**src/rtl/pingpong_buf.sv**
```systemverilog
// Two-bank ping-pong buffer: producer fills one bank while consumer drains the other; read data is registered (1 cycle).
// Backpressure via i_full_n / t_empty_n; optional sticky err port under PINGPONG_BUF_ERR_EN.
module pingpong_buf #(
  parameter int DWIDTH = 32,
  parameter int AWIDTH = 3
) (
  input  logic              ap_clk,
  input  logic              ap_rst,
  input  logic [AWIDTH-1:0] i_address0,
  input  logic              i_ce0,
  input  logic              i_we0,
  input  logic [DWIDTH-1:0] i_d0,
  input  logic              i_write,
  output logic              i_full_n,
  input  logic [AWIDTH-1:0] t_address0,
  input  logic              t_ce0,
  output logic [DWIDTH-1:0] t_q0,
  input  logic              t_read,
  output logic              t_empty_n
`ifdef PINGPONG_BUF_ERR_EN
  ,
  output logic              err
`endif
);

  localparam int DEPTH = 1 << AWIDTH;

  // Both banks live in one array; the bank select is the top address bit.
  logic [DWIDTH-1:0] mem [0:2*DEPTH-1];
  logic [1:0]        full;
  logic              wr_sel;
  logic              rd_sel;
  logic              wr_en;
  logic              commit;
  logic              rls;

  assign i_full_n  = ~full[wr_sel];
  assign t_empty_n = full[rd_sel];
  assign wr_en     = i_ce0 & i_we0 & i_full_n;
  assign commit    = i_write & i_full_n;
  assign rls       = t_read & t_empty_n;

  always_ff @(posedge ap_clk) begin
    if (!ap_rst && wr_en) begin
      mem[{wr_sel, i_address0}] <= i_d0;
    end
  end

  // Commit and release never target the same bank: when the selects match,
  // either both banks are empty (no release) or both are full (no commit).
  always_ff @(posedge ap_clk) begin
    if (ap_rst) begin
      full   <= 2'b00;
      wr_sel <= 1'b0;
      rd_sel <= 1'b0;
      t_q0   <= '0;
    end else begin
      if (commit) begin
        full[wr_sel] <= 1'b1;
        wr_sel       <= ~wr_sel;
      end
      if (rls) begin
        full[rd_sel] <= 1'b0;
        rd_sel       <= ~rd_sel;
      end
      if (t_ce0) begin
        t_q0 <= mem[{rd_sel, t_address0}];
      end
    end
  end

`ifdef PINGPONG_BUF_ERR_EN
  always_ff @(posedge ap_clk) begin
    if (ap_rst) begin
      err <= 1'b0;
    end else if ((i_ce0 & i_we0 & ~i_full_n) | (i_write & ~i_full_n) | (t_read & ~t_empty_n)) begin
      err <= 1'b1;
    end
  end
`endif

endmodule

```
**config.mk**
```make
export PLATFORM = sky130hd
export DESIGN_NAME = pingpong_buf
export DESIGN_NICKNAME = d
export VERILOG_FILES = /design/src/rtl/pingpong_buf.sv
export SDC_FILE = /design/constraint.sdc
export NUM_CORES = 1
export LEC_CHECK = 0
export CORE_MARGIN = 1
export CORE_UTILIZATION = 40
export CTS_CLUSTER_SIZE = 8
export DETAILED_ROUTE_END_ITERATION = 8
export PLACE_DENSITY_LB_ADDON = 0.1
export SYNTH_ARGS = -nofsm -noshare
export SYNTH_HDL_FRONTEND = slang
export SYNTH_SLANG_ARGS = --single-unit
```
**constraint.sdc**
```tcl
create_clock -name ap_clk -period 8.8 [get_ports ap_clk]
set_input_delay 1.76 -clock ap_clk [delete_from_list [all_inputs] [get_ports ap_clk]]
set_output_delay 1.76 -clock ap_clk [all_outputs]
set_load 0.01 [all_outputs]
```
==> results of run 1 <==
## cell usage after synthesis, drive strengths merged
| cell type | count | area share, % |
|---|---|---|
| a21oi | 66 | 2.1 |
| a22oi | 64 | 2.2 |
| and2 | 1 | 0.029 |
| and3 | 1 | 0.035 |
| buf | 42 | 2.0 |
| clkbuf | 24 | 1.0 |
| dfxtp | 36 | 3.4 |
| dlygate4sd1 | 1 | 0.041 |
| edfxtp | 512 | 72 |
| inv | 2 | 0.035 |
| mux2 | 1 | 0.053 |
| mux2i | 257 | 12 |
| nand2 | 99 | 1.7 |
| nand2b | 2 | 0.058 |
| nand3 | 96 | 2.5 |
| nand3b | 1 | 0.035 |
| nand4b | 1 | 0.041 |
| nor2 | 16 | 0.29 |
| nor2b | 4 | 0.12 |
| nor3 | 6 | 0.23 |
| o22ai | 2 | 0.058 |
| or3 | 4 | 0.21 |
| or3b | 1 | 0.041 |
## cells by family after synthesis
group	Yosys count	synth area share, %
AO/OA/AOI/OAI	132	4.37
multiplexers	258	12.1
flip-flops	548	75.2
AND/OR/NAND/NOR	232	5.28
buffers and inverters	69	3.10
## through the flow
| step | instance area [um2] | instances | utilization (%) | hold WS [ns] |
|---|---|---|---|---|
| 4_1_cts | 25000 | 2092 | 47.3 | 0.468 |
| 6_report | 25000 | 2092 | 47.3 | 0.463 |
| 3_3_place_gp | 22700 | 1961 | 43.1 | 0.439 |
| 3_5_place_dp | 22700 | 1961 | 43.1 | 0.457 |
| 2_1_floorplan | 21400 | 1239 | - | 0.482 |
| 5_1_grt | 25000 | 2092 | 47.3 | 0.490 |
## power groups by stage
stage | Combinational (mW) | Sequential, mW | Clock [mW]
final | 0.277 | 2.89 | 2.74
after global routing | 0.301 | 2.89 | 2.92
after CTS | 0.282 | 2.89 | 2.81
after detailed placement | 0.282 | 2.94 | 0
after global placement | 0.280 | 2.94 | 0
after floorplan | 0.160 | 2.94 | 0
## flip-flops by register name, indices dropped and copies added, names as in the netlist
register  count
mem         512
rd_sel        1
wr_sel        1
full          2
t_q0         32
## worst paths after layout
kind	from	endpoint	cells after the start
worst max-delay path	ap_rst	mem[2][11]	5
worst min-delay path	t_q0[0]	t_q0[0]	2
worst min register to register	t_q0[0]	t_q0[0]	2
worst max register to register	wr_sel	mem[2][11]	5
## metal layers
metal / GRT usage, % / share of wire [%] / up-vias
li1: - / - / 5054
met1: 25.6 / 48 / 5556
met2: 27.6 / 46 / 214
met3: 3.19 / 4.2 / 69
met4: 5.76 / 1.9 / 0
met5: 0 / 0 / -
## critical path: cells and delay by family
family / cells / cell delay, ns
and+or+nand+nor: 3 / 1.63
buffers and inverters: 2 / 1.01
## final cells by class
type	count	area share [%]
sequential	548	64.5
multi-input combinational	622	19.2
clock buffer	130	8.85
timing repair buffer	101	3.89
tap	688	3.45
clock inverter	1	0.120
inverter	2	0.0301
==> impl_metrics.csv, run 1 <==
group,metric,value,unit
drt,drcViolationCount,2,
critical_path,endpoint_kind,"flip-flop",
power_and_ir_drop,p_leak,8.59,nW
critical_path,reg2reg_slack,5.44,ns
clock_tree,hold_buffers,0,
power_and_ir_drop,pwr-share-seq,48.9,%
clock_tree,post-cts-setup-buffer-count,0,
critical_path,cp_max_fo,17,
place,gp_congestion,0.687,
outcome,status,"finished, violations left",
clock_tree,htreeDepth,3,
global_route,antenna_found_initial,1,
timing,fin_worst_skew,0.0245,ns
die,die_width,233,um
power_and_ir_drop,peakVddDrop,0.126,mV
die,core,52800,um2
cells_and_area,drive_above_1_share,12.3,%
timing,hold_viol_final,0,
cells_and_area,multi_input_area,4790,um2
synth,syn_inst,1239,
global_route,grt_usage,17.9,%
clock_tree,clock_sinks,548,
critical_path,path_cells,"clkdlybuf4s50_1, nand4b_1, or3_4, nor3_4, buf_4",
cells_and_area,antenna_cells,0,
synth,netlist_area,21400,um2
cells_and_area,final_common_cell,"edfxtp_1",
timing,maxSlewViolCount,0,
clock_tree,clk_pin_slew,0.05,ns
power_and_ir_drop,clockPowerShare,46.4,%
drt,ant_nets,0,
cells_and_area,final_cell_mix,"edfxtp_1, mux2i_1, nand2_1, nand3_1, clkbuf_16",
timing,timing.final.crit_share,47.4,%
clock_tree,cts_root_buf,"clkbuf_16",
drt,drt_wl_total,47.5,mm
min_path,min_path_type,"reg -> reg",
global_route,grt_max_degree,144,
cells_and_area,fillers,4546,
place,hpwlAfterDp,22.8,mm
die,die_h,233,um
power_and_ir_drop,power_density,237,nW/um2
critical_path,arrival,4.42,ns
power_and_ir_drop,total_power,5.92,mW
synth,synth.distinct_cells,33,
die,row_count,84,
power_and_ir_drop,switching_share,20.5,%
power_and_ir_drop,switching_power,1.21,mW
die,die_area,54500,um2
clock_tree,ctsResizeCount,0,
die,start_util,40.6,%
timing,setup_viol,0,
clock_tree,cts_tree,"yes",
critical_path,crit_type,"in -> reg",
global_route,grt_pass1_wl,70.7,mm
place,post-place-ws,3.93,ns
synth,synth_seq_area_share,75.2,%
timing,relSlewSlack,15.8,%
place,portBuffers,78,
timing,tns,0,ns
die,io_pins,79,
drt,drtIter0Drc,741,
critical_path,cp.required,9.04,ns
timing,rsz0062_at_grt,"false",
cells_and_area,nNetsFinal,1398,
power_and_ir_drop,combinationalPowerShare,4.7,%
synth,syn_avg_cell_area,17.3,um2
synth,ys_ff_latch,548,
drt,avgRoutedWirePerCell,22.7,um
critical_path,slowest_delay,0.88,ns
global_route,grt_pass1_vias,11000,
global_route,grt.overflow.total,0,
outcome,violations,"DRC",
drt,first_pass_iters,7,
power_and_ir_drop,internal_power,4.70,mW
clock_tree,cts_max_path_buffers,3,
timing,postLayoutSetupSlackWorst,4.62,ns
synth,syn_nets,1284,
timing,period_minus_slack,4.18,ns
timing,timing.fmax,0.239,GHz
cells_and_area,syn_to_final_growth,16.6,%
clock_tree,clock_latency,0.60,ns
flow_run,maxCapViolations,0,
drt,viasPerCell,5.21,
critical_path,cp-start-kind,"primary input",
critical_path,slowest_stage,"nor3_4",
clock_tree,cts_buffers,78,
synth,yosysWarnings,0,
timing,worst_pin_slew,1.26,ns
drt,routed-via-count,10900,
cells_and_area,seq_area,16100,um2
(Power assumes the default switching activity.)
==> run 2, diff against run 1 <==
==> constraint.sdc (replaced) <==
create_clock -name ap_clk -period 4.2 [get_ports ap_clk]
set_input_delay 0.84 -clock ap_clk [delete_from_list [all_inputs] [get_ports ap_clk]]
set_output_delay 0.84 -clock ap_clk [all_outputs]
set_load 0.01 [all_outputs]
==> impl_metrics.csv, run 2 (synthesized netlist as in run 1, its figures left out) <==
group,metric,value,unit
outcome,status,"finished, violations left",
outcome,violations,"DRC",
clock_tree,cts_root_buf,"clkbuf_16",
timing,setup_viol,0,
timing,rsz0062_at_grt,"false",
timing,hold_viol_final,0,
cells_and_area,final_cell_mix,"edfxtp_1, mux2i_1, nand2_1, nand3_1, clkbuf_16",
cells_and_area,multi_input_area,4790,um2
power_and_ir_drop,peakVddDrop,0.228,mV
clock_tree,cts_max_path_buffers,3,
global_route,grt.overflow.total,0,
cells_and_area,nNetsFinal,1419,
critical_path,cp.required,3.36,ns
global_route,antenna_found_initial,0,
min_path,min_path_type,"reg -> reg",
global_route,grt_pass1_vias,11400,
drt,drt_wl_total,49.2,mm
clock_tree,post-cts-setup-buffer-count,0,
clock_tree,hold_buffers,0,
die,io_pins,79,
timing,timing.final.crit_share,72.6,%
critical_path,r2r_start,"wr_sel",
power_and_ir_drop,power_density,493,nW/um2
drt,routed-via-count,11000,
global_route,grt_max_degree,60,
cells_and_area,drive_above_1_share,13.7,%
critical_path,crit_type,"reg -> out",
die,die_h,233,um
cells_and_area,final_common_cell,"edfxtp_1",
die,core,52800,um2
clock_tree,htreeDepth,3,
place,post-place-ws,0.773,ns
cells_and_area,seq_area,16100,um2
cells_and_area,syn_to_final_growth,17.7,%
critical_path,endpoint_kind,"output port",
drt,ant_nets,0,
drt,first_pass_iters,7,
critical_path,cp-start-kind,"flip-flop",
power_and_ir_drop,p_leak,8.72,nW
timing,worst_pin_slew,0.928,ns
drt,drcViolationCount,2,
clock_tree,cts_buffers,78,
place,hpwlAfterDp,28.1,mm
cells_and_area,largest_reg_flops,512,
clock_tree,clock_sinks,548,
clock_tree,ctsResizeCount,0,
place,gp_congestion,0.735,
critical_path,arrival,2.21,ns
drt,avgRoutedWirePerCell,23.2,um
cells_and_area,largest_register,"mem",
timing,period_minus_slack,3.05,ns
die,row_count,84,
timing,tns,0,ns
global_route,grt_pass1_wl,74.2,mm
timing,postLayoutSetupSlackWorst,1.15,ns
cells_and_area,reg_top3,"mem x512, t_q0 x32, full x2",
cells_and_area,antenna_cells,0,
clock_tree,cts_tree,"yes",
critical_path,crit_path_start,"wr_sel",
timing,fin_worst_skew,0.0240,ns
timing,maxSlewViolCount,0,
die,die_width,233,um
drt,drtIter0Drc,680,
drt,viasPerCell,5.19,
clock_tree,clock_latency,0.60,ns
flow_run,maxCapViolations,0,
cells_and_area,fillers,4566,
timing,relSlewSlack,38.1,%
place,portBuffers,78,
critical_path,cp_max_fo,12,
die,start_util,40.6,%
die,die_area,54500,um2
timing,timing.fmax,0.328,GHz
min_path,min_from,"t_q0[30]",
clock_tree,clk_pin_slew,0.05,ns
global_route,grt_usage,18.7,%
power_and_ir_drop,total_power,12.4,mW
## run 2: cell types whose count changed in the layout (fill, tap and decap cells not counted)
cell / delta
buf_12: +5
buf_4: +16
clkbuf_1: +6
clkbuf_16: -2
inv_6: +5
## run 2: worst max-delay path: stages, from the launching register on
cell             delay [ns]
dfxtp_1                0.73
mux2i_1                0.31
clkdlybuf4s50_1        0.58
## run 2: layout make-up
class,instances,area share (%)
tap,688,3.42
timing repair buffer,122,4.73
clock buffer,134,8.66
sequential,548,63.9
clock inverter,6,0.293
inverter,2,0.0298
multi-input combinational,622,19.0
## run 2: per-stage QoR
stage,cells,utilization [%],hold slack (ns),area [um2]
finish,2122,47.8,0.453,25200
global placement,1982,43.5,0.444,22900
floorplan,1239,-,0.482,21400
detailed placement,1982,43.5,0.448,22900
CTS,2122,47.8,0.459,25200
global route,2122,47.8,0.492,25200
## run 2: final timing paths
kind / end / depth (start not counted) / slack, ns
worst max-delay path: i_full_n / 2 / 1.15
worst min-delay path: t_q0[30] / 2 / 0.45
worst max register to register: mem[15][4] / 5 / 1.30
worst min register to register: t_q0[30] / 2 / 0.45
## run 2: metal layers
metal | share of wire, % | routed length, um | track usage (%) | up-vias
met2 | 47 | 22900 | 29.0 | 225
met3 | 4.2 | 2050 | 2.98 | 62
li1 | - | - | - | 5113
met1 | 47 | 23300 | 26.8 | 5617
met4 | 2.0 | 969 | 6.35 | 0
met5 | 0 | 0 | 0 | -
## run 2: where the power goes
group | leakage (nW) | internal (mW) | total [mW] | switching, mW
Combinational | 2.74 | 0.236 | 0.606 | 0.371
Sequential | 4.90 | 6.03 | 6.07 | 0.0327
Clock | 1.08 | 3.56 | 5.75 | 2.19
Total | 8.72 | 9.83 | 12.4 | 2.59
==> run 3, diff against run 2 <==
==> constraint.sdc (replaced) <==
create_clock -name ap_clk -period 2.5 [get_ports ap_clk]
set_input_delay 0.5 -clock ap_clk [delete_from_list [all_inputs] [get_ports ap_clk]]
set_output_delay 0.5 -clock ap_clk [all_outputs]
set_load 0.01 [all_outputs]
==> impl_metrics.csv, run 3 (synthesized netlist as in run 1, its figures left out) <==
group,metric,value,unit
timing,postLayoutSetupSlackWorst,0.176,ns
cells_and_area,final_cell_mix,"edfxtp_1, mux2i_1, nand2_1, nand3_1, clkbuf_16",
die,core,52800,um2
cells_and_area,finalInstanceArea,26100,um2
drt,first_pass_iters,7,
cells_and_area,largest_reg_flops,512,
place,portBuffers,78,
drt,avgRoutedWirePerCell,23.6,um
clock_tree,ctsResizeCount,0,
power_and_ir_drop,power_density,804,nW/um2
critical_path,rr_worst_depth,6,
timing,tns,0,ns
timing,relSlewSlack,49.9,%
critical_path,cp-start-kind,"flip-flop",
global_route,grt.overflow.total,0,
timing,fin_worst_skew,0.0126,ns
critical_path,arrival,1.82,ns
critical_path,cp.required,2.00,ns
cells_and_area,syn_to_final_growth,22.1,%
die,die_h,233,um
clock_tree,clock_latency,0.58,ns
clock_tree,post-cts-setup-buffer-count,0,
cells_and_area,drive_above_1_share,16.8,%
drt,routed-via-count,11300,
cells_and_area,layout.cells.non_filler,2179,
critical_path,path_cells,"mux2_2, clkdlybuf4s50_1",
global_route,grt_pass1_wl,75.8,mm
power_and_ir_drop,total_power,21.0,mW
timing,hold_ws,0.450,ns
drt,ant_nets,0,
clock_tree,clk_pin_slew,0.05,ns
power_and_ir_drop,p_leak,9.12,nW
place,placed_cells,2038,
global_route,grt_usage,19.4,%
timing,timing.final.crit_share,93.0,%
critical_path,cp_max_fo,6,
global_route,grt_pass1_vias,11400,
cells_and_area,fillers,4463,
min_path,hold_depth,2,
timing,period_minus_slack,2.32,ns
cells_and_area,nNetsFinal,1475,
clock_tree,cts_max_path_buffers,3,
die,start_util,40.6,%
cells_and_area,final_core_util,49.5,%
outcome,status,"finished, violations left",
cells_and_area,multi_input_area,4800,um2
critical_path,slowest_delay,0.48,ns
timing,maxSlewViolCount,0,
min_path,min_path_type,"reg -> reg",
place,post-place-ws,-0.0936,ns
clock_tree,htreeDepth,3,
outcome,violations,"DRC",
timing,timing.fmax,0.430,GHz
cells_and_area,seq_area,16100,um2
die,row_count,84,
timing,rsz0062_at_grt,"false",
global_route,grt_max_degree,39,
clock_tree,cts_tree,"yes",
power_and_ir_drop,peakVddDrop,0.498,mV
place,gp_congestion,0.745,
cells_and_area,final_common_cell,"edfxtp_1",
timing,worst_pin_slew,0.749,ns
cells_and_area,reg_top3,"mem x512, t_q0 x32, full x2",
place,hpwlAfterDp,31.6,mm
clock_tree,hold_buffers,0,
drt,drtIter0Drc,815,
clock_tree,cts_root_buf,"clkbuf_16",
timing,hold_viol_final,0,
drt,viasPerCell,5.17,
die,io_pins,79,
critical_path,endpoint_kind,"output port",
global_route,antenna_found_initial,1,
critical_path,crit_type,"reg -> out",
die,die_area,54500,um2
clock_tree,clock_sinks,548,
critical_path,slowest_stage,"clkdlybuf4s50_1",
timing,setup_viol,0,
place,dpl_cell_area,23900,um2
flow_run,maxCapViolations,0,
die,die_width,233,um
cells_and_area,largest_register,"mem",
clock_tree,cts_buffers,78,
drt,drcViolationCount,24,
drt,drt_wl_total,51.5,mm
## run 3: worst paths after layout
check / end / startpoint / slack (ns)
setup / recovery: t_empty_n / rd_sel / 0.18
hold / removal: t_q0[0] / t_q0[0] / 0.45
setup reg to reg: mem[3][4] / wr_sel / 0.30
hold reg to reg: t_q0[0] / t_q0[0] / 0.45
## run 3: worst max-delay path, delay by kind of cell (launching register included)
family   cells  cell delay [ns]
buf+inv      1             0.48
flops        1             0.41
mux          1             0.35
## run 3: metal layers
layer  wire, um  vias to the layer above  GRT usage, %
met4        681                        0          5.41
li1           -                     5226             -
met3       2920                       46          3.76
met5          0                        -             0
met2      23000                      286          28.9
met1      24800                     5712          29.0
## run 3: layout make-up
type / count / share of cell area (%)
Multi-Input combinational cell: 622 / 18.4
Timing Repair Buffer: 178 / 8.13
Clock inverter: 1 / 0.0191
Inverter: 2 / 0.0287
Sequential cell: 548 / 61.6
Tap cell: 688 / 3.29
Antenna cell: 1 / 0.00957
Clock buffer: 139 / 8.59
## run 3: report_power, final
group | total (mW) | switching, mW | leakage [nW] | internal (mW)
Combinational | 1.18 | 0.695 | 3.15 | 0.483
Sequential | 10.2 | 0.0491 | 4.90 | 10.1
Clock | 9.65 | 3.66 | 1.07 | 5.99
Total | 21.0 | 4.40 | 9.12 | 16.6
